**src/rtl/dmem_arbiter_pkg.sv**
```systemverilog
// Shared definitions for the data-memory arbiter: default widths, lock limit
// and the two-bit ownership state encoding.
package dmem_arbiter_pkg;

  localparam int DMEM_AW       = 8;
  localparam int DMEM_DW       = 8;
  localparam int DMEM_LOCK_MAX = 15;

  typedef logic [1:0] state_t;

  localparam logic [1:0] ST_IDLE  = 2'd0;
  localparam logic [1:0] ST_OWN_A = 2'd1;
  localparam logic [1:0] ST_OWN_B = 2'd2;

  // Ownership handed over on contention; anything that is not an owner maps to IDLE.
  function automatic state_t other_owner(input state_t s);
    case (s)
      ST_OWN_A: return ST_OWN_B;
      ST_OWN_B: return ST_OWN_A;
      default:  return ST_IDLE;
    endcase
  endfunction

endpackage

```
**src/rtl/dmem_port_mux.sv**
```systemverilog
// Routes the owning requester's address, write data and write strobe onto the
// data-memory port; drives zeros when nobody owns the memory.
module dmem_port_mux
  import dmem_arbiter_pkg::*;
#(
  parameter int AW = DMEM_AW,
  parameter int DW = DMEM_DW
) (
  input  logic          i_sel_a,
  input  logic          i_sel_b,
  input  logic          i_a_req,
  input  logic          i_a_we,
  input  logic [AW-1:0] i_a_addr,
  input  logic [DW-1:0] i_a_wdata,
  input  logic          i_b_req,
  input  logic          i_b_we,
  input  logic [AW-1:0] i_b_addr,
  input  logic [DW-1:0] i_b_wdata,
  output logic          o_mem_we,
  output logic [AW-1:0] o_mem_addr,
  output logic [DW-1:0] o_mem_wdata
);

  always_comb begin
    o_mem_we    = 1'b0;
    o_mem_addr  = '0;
    o_mem_wdata = '0;
    if (i_sel_a) begin
      o_mem_we    = i_a_req & i_a_we;
      o_mem_addr  = i_a_addr;
      o_mem_wdata = i_a_wdata;
    end else if (i_sel_b) begin
      o_mem_we    = i_b_req & i_b_we;
      o_mem_addr  = i_b_addr;
      o_mem_wdata = i_b_wdata;
    end
  end

endmodule

```
**src/rtl/dmem_arbiter.sv**
```systemverilog
// Two-requester data-memory arbiter: round-robin ownership FSM with optional
// bounded lock hold, enabled by defining DMEM_ARB_LOCK_EN.
module dmem_arbiter
  import dmem_arbiter_pkg::*;
#(
  parameter int AW       = DMEM_AW,
  parameter int DW       = DMEM_DW,
  parameter int LOCK_MAX = DMEM_LOCK_MAX
) (
  input  logic          Clk,
  input  logic          Reset,
  input  logic          a_req,
  input  logic          a_we,
  input  logic          a_lock,
  input  logic [AW-1:0] a_addr,
  input  logic [DW-1:0] a_wdata,
  output logic          a_gnt,
  input  logic          b_req,
  input  logic          b_we,
  input  logic          b_lock,
  input  logic [AW-1:0] b_addr,
  input  logic [DW-1:0] b_wdata,
  output logic          b_gnt,
  output logic          mem_we,
  output logic [AW-1:0] mem_addr,
  output logic [DW-1:0] mem_wdata,
  input  logic [DW-1:0] mem_rdata,
  output logic [DW-1:0] rdata
);

  state_t r_state;
  state_t w_state_nxt;
  logic   w_owning;
  logic   w_own_req;
  logic   w_oth_req;
  logic   w_lock_hold;
  logic   w_mux_we;

  assign w_owning  = (r_state == ST_OWN_A) || (r_state == ST_OWN_B);
  assign w_own_req = (r_state == ST_OWN_A) ? a_req : b_req;
  assign w_oth_req = (r_state == ST_OWN_A) ? b_req : a_req;

`ifdef DMEM_ARB_LOCK_EN
  localparam int CW = $clog2(LOCK_MAX + 1);

  logic [CW-1:0] r_lock_cnt;
  logic [CW-1:0] w_lock_cnt_inc;
  logic          w_own_lock;

  assign w_own_lock     = w_owning && w_own_req &&
                          ((r_state == ST_OWN_A) ? a_lock : b_lock);
  assign w_lock_cnt_inc = (r_lock_cnt == CW'(LOCK_MAX)) ? r_lock_cnt : r_lock_cnt + 1'b1;
  // The cycle whose locked count reaches LOCK_MAX no longer holds ownership.
  assign w_lock_hold    = w_own_lock && (w_lock_cnt_inc != CW'(LOCK_MAX));

  always_ff @(posedge Clk) begin
    if (Reset) begin
      r_lock_cnt <= '0;
    end else if (w_own_lock && (w_state_nxt == r_state)) begin
      r_lock_cnt <= w_lock_cnt_inc;
    end else begin
      r_lock_cnt <= '0;
    end
  end
`else
  logic w_unused_lock;

  assign w_lock_hold   = 1'b0;
  assign w_unused_lock = a_lock ^ b_lock ^ (LOCK_MAX != 0);
`endif

  always_comb begin
    w_state_nxt = ST_IDLE;
    if (!w_owning) begin
      if (a_req) begin
        w_state_nxt = ST_OWN_A;
      end else if (b_req) begin
        w_state_nxt = ST_OWN_B;
      end
    end else if (w_lock_hold) begin
      w_state_nxt = r_state;
    end else if (w_oth_req) begin
      w_state_nxt = other_owner(r_state);
    end else if (w_own_req) begin
      w_state_nxt = r_state;
    end
  end

  always_ff @(posedge Clk) begin
    if (Reset) begin
      r_state <= ST_IDLE;
    end else begin
      r_state <= w_state_nxt;
    end
  end

  assign a_gnt = (r_state == ST_OWN_A);
  assign b_gnt = (r_state == ST_OWN_B);

  dmem_port_mux #(
    .AW (AW),
    .DW (DW)
  ) u_port_mux (
    .i_sel_a     (a_gnt),
    .i_sel_b     (b_gnt),
    .i_a_req     (a_req),
    .i_a_we      (a_we),
    .i_a_addr    (a_addr),
    .i_a_wdata   (a_wdata),
    .i_b_req     (b_req),
    .i_b_we      (b_we),
    .i_b_addr    (b_addr),
    .i_b_wdata   (b_wdata),
    .o_mem_we    (w_mux_we),
    .o_mem_addr  (mem_addr),
    .o_mem_wdata (mem_wdata)
  );

  // A write must never land in a cycle where reset is being sampled.
  assign mem_we = w_mux_we & ~Reset;
  assign rdata  = mem_rdata;

endmodule

```
**config.mk**
```make
export PLATFORM = sky130hd
export DESIGN_NAME = dmem_arbiter
export DESIGN_NICKNAME = d
export VERILOG_FILES = /design/src/rtl/dmem_arbiter_pkg.sv /design/src/rtl/dmem_port_mux.sv /design/src/rtl/dmem_arbiter.sv
export SDC_FILE = /design/constraint.sdc
export NUM_CORES = 1
export LEC_CHECK = 0
export CORE_MARGIN = 2
export CORE_UTILIZATION = 20
export CTS_BUF_LIST = sky130_fd_sc_hd__clkbuf_8 sky130_fd_sc_hd__clkbuf_16
export DETAILED_ROUTE_END_ITERATION = 8
export HOLD_SLACK_MARGIN = 0.03
export PLACE_DENSITY = 0.86
export SETUP_SLACK_MARGIN = 0.5
export SYNTH_ARGS = -nofsm -noshare
export SYNTH_HDL_FRONTEND = slang
export SYNTH_SLANG_ARGS = --single-unit
```
**constraint.sdc**
```tcl
create_clock -name Clk -period 1.36 [get_ports Clk]
set_input_delay 0.136 -clock Clk [delete_from_list [all_inputs] [get_ports Clk]]
set_output_delay 0.136 -clock Clk [all_outputs]
set_load 0.01 [all_outputs]
```
==> metrics.log <==
[metrics] cell count after synthesis: 57
[metrics] Most used DFF post-synth: dfxtp_1
[metrics] number of design rule violations left after detail routing: 0
[metrics] setup slack on the worst flop-to-flop path: -0.11 ns
[metrics] initial antenna violation count: 0
[metrics] Max H-tree Level: 1
[metrics] via count of the first global-routing pass: 720
[metrics] post-DR wirelength/cell: ~14 um
[metrics] final count of hold timing violations: 0
[metrics] Top Registers: r_state: 2 flops
[metrics] number of nets at the end of the flow: approximately 170
[metrics] register ranked first by flip-flop count: r_state
[metrics] status: finished, violations left
[metrics] clock root buffer: clkbuf_8
[metrics] Finish-stage setup viols: 19
[metrics] worst ir drop on vdd: roughly 0.56 mV
[metrics] CP Class: reg2out
[metrics] area of all placed cells without fillers: 0.00114 mm2
[metrics] share of synthesized cell area in full adder, half adder and majority cells: 10.6%
[metrics] share of the cycle needed by the critical path after routing: 109%
[metrics] highest clock rate: 0.672 GHz
[metrics] number of buffers inserted during clock tree synthesis: 3
[metrics] maximum number of pins on one net before global-route repair: 17
[metrics] number of fillers in the final layout: between 200 and 250
[metrics] Worst Setup End Kind: output pin
[metrics] Mapped Area: 470 um2
[metrics] quantity of I/O buffers inserted on ports: between 50 and 60
[metrics] register cell area after layout: 47.5 um2
[metrics] wire length of the first global-routing pass: around 3300 um
[metrics] Finished Core Util: 51.5%
[metrics] number of synthesized register bits: 2
[metrics] Clk Latency, worst-skew pair: approximately 0.21 ns
[metrics] Chip Width: 52.5 um
[metrics] height of the chip: 52.5 um
[metrics] violations in the final reports: negative setup slack
[metrics] Avg Cell Area, Syn: 8.25 um2
[metrics] commonest cells after routing, fill and taps aside: 37 x clkdlybuf4s50_1, 17 x buf_2, 16 x a22o_1
[metrics] leak pwr: 0.503 nW
[metrics] minimum setup slack in the final design: -0.128 ns
[metrics] TritonCTS clock tree: built
[metrics] leading cell type in the layout, fill and taps excluded: clkdlybuf4s50_1
[metrics] class of the most critical hold timing path: in2out
[metrics] pre-CTS setup slack: -0.390 ns
[metrics] number of placement rows: 17
[metrics] clk slew on worst S/H paths: approximately 0.030 ns
[metrics] actual slew at the worst max-slew pin: 0.322 ns
[metrics] signed area change from the synthesized netlist to the final layout: 142%
[metrics] DR vias: 683
[metrics] final critical delay including setup and external delays: 1.49 ns
[metrics] diodes inserted: 0
[metrics] number of enable flip-flop cells after synthesis: 0
[metrics] multi-input combinational cell area: 387 um2
[metrics] Synth cell types: 24
[metrics] TNS Setup: -1.90 ns
[metrics] synthesis warning total: 0
[metrics] Overall Global Routing Usage: 16.3%
[metrics] Seq/Total Area, Yosys: about 8.5%
[metrics] Iter 0 DRT Violations: 4
[metrics] startpoint type of the worst setup path: register
[metrics] areal power density over the cells: 633 mW/mm2
[metrics] Floorplan Core Area: 0.00221 mm2
[metrics] share of layout cells above drive strength 1: between 40% and 50%
[metrics] combinational family with the most area after synthesis: compound AO/OA/AOI/OAI gates
[metrics] maximum fanout along the worst path: 7
[metrics] non-filler instance count after layout: 146
[metrics] global-route congestion overflow total: 0
[metrics] area share of xor/xnor cells in the synthesized design: 0%
[metrics] final weighted congestion in routability-driven placement: 0.810
[metrics] number of max-cap violations: 0
[metrics] relative slew slack: about four fifths
[metrics] first-pass iteration count of the detailed router: 2
[metrics] max-slew violation total from the final report: 0
[metrics] share of flip-flops with an asynchronous set or reset: 0%
[metrics] Post-Syn Nets: 109
[metrics] number of flip-flops under the largest register name: 2
[metrics] unrepaired setup endpoints after global routing: true
[metrics] Post-Synth Simple-Gate Area: 15.2%
[metrics] DP Area: 0.00111 mm2
[metrics] number of hold buffers added after CTS: 0
[metrics] area enclosed by the die boundary: 0.00276 mm2
[metrics] Max Buffers Root-to-Sink: 2
[metrics] Worst Skew: approximately 0.00075 ns
[metrics] post-detailed-route count of antenna-violating nets: 0
[metrics] worst endpoint required time: 1.22 ns
[metrics] compound-gate portion of the synthesized area: 40.2%
[metrics] number of top-level design ports: 75
[metrics] Placed Instances: 141
[metrics] number of clock sinks: 2
[metrics] Starting Density: 21.3%
[metrics] detail-routed via count per cell: between 4 and 5
[metrics] Arrival @ worst endpoint: between 1 and 1.5 ns
[metrics] share of synthesized area spent on multiplexers: approximately 2.1%
[metrics] detailed placement HPWL: between 1500 and 2000 um
[metrics] total wire length after detailed routing: 2090 um
## area by class of cell
cell class | instances | area share (%)
inverters | 5 | 2.09
repair buffers | 70 | 53.1
flip-flops and latches | 2 | 4.17
clock buffers | 3 | 3.62
well taps | 28 | 3.07
multi-input cells | 38 | 33.9
## Yosys cell counts, types with 2 or more instances
cell | n | area share, %
a22o_1 | 16 | 30
buf_4 | 10 | 16
inv_1 | 5 | 4.0
ha_1 | 4 | 11
a21oi_1 | 2 | 2.1
dfxtp_1 | 2 | 8.5
## path summary, 6_finish.rpt
kind	from	endpoint	cells after the start
max reg2reg	r_state[1]	r_state[0]	6
max	r_state[1]	mem_addr[1]	6
min reg2reg	r_state[0]	r_state[0]	3
min	mem_rdata[7]	rdata[7]	0
## power breakdown
part / total, mW / switching, mW / internal (mW)
Sequential: 0.0738 / 0.00934 / 0.0644
Clock: 0.229 / 0.0421 / 0.187
Combinational: 0.418 / 0.165 / 0.254
Total: 0.721 / 0.216 / 0.505
## stage by stage
| stage | hold WS, ns | power (mW) |
|---|---|---|
| final | 0.272 | 0.721 |
| after global routing | 0.272 | 0.767 |
| after CTS | 0.272 | 0.723 |
| after detailed placement | 0.272 | 0.498 |
| after global placement | 0.272 | 0.486 |
| after floorplan | 0.198 | 0.268 |
## timing repair
| item | CTS | global route |
|---|---|---|
| pin swaps | 18 | 6 |
| cloned | 1 | 0 |
| setup endpoints to repair | 21 | 21 |
| buffers inserted | 1 | 0 |
| gates resized for setup | 92 | 3 |
## worst max-delay path, cell delays in order, from the launching register on
cell	delay (ns)
dfxtp_4	0.37
inv_4	0.04
ha_4	0.17
nor2b_4	0.16
buf_6	0.14
a22o_1	0.13
buf_2	0.13
## per-layer routing
layer | share of wire [%] | GRT usage, % | wire length (um)
met4 | 0.67 | 9.40 | 14
met5 | 0 | 0 | 0
met3 | 9.2 | 4.57 | 192
met1 | 34 | 15.7 | 708
met2 | 56 | 30.4 | 1180
## kinds of logic after synthesis
logic type / Yosys count
adders and majority gates: 4
DFF: 2
AOI/OAI and AO/OA: 23
buffers and inverters: 17
and+or+nand+nor: 10
muxes: 1
Power figures use the tool's default switching activity.
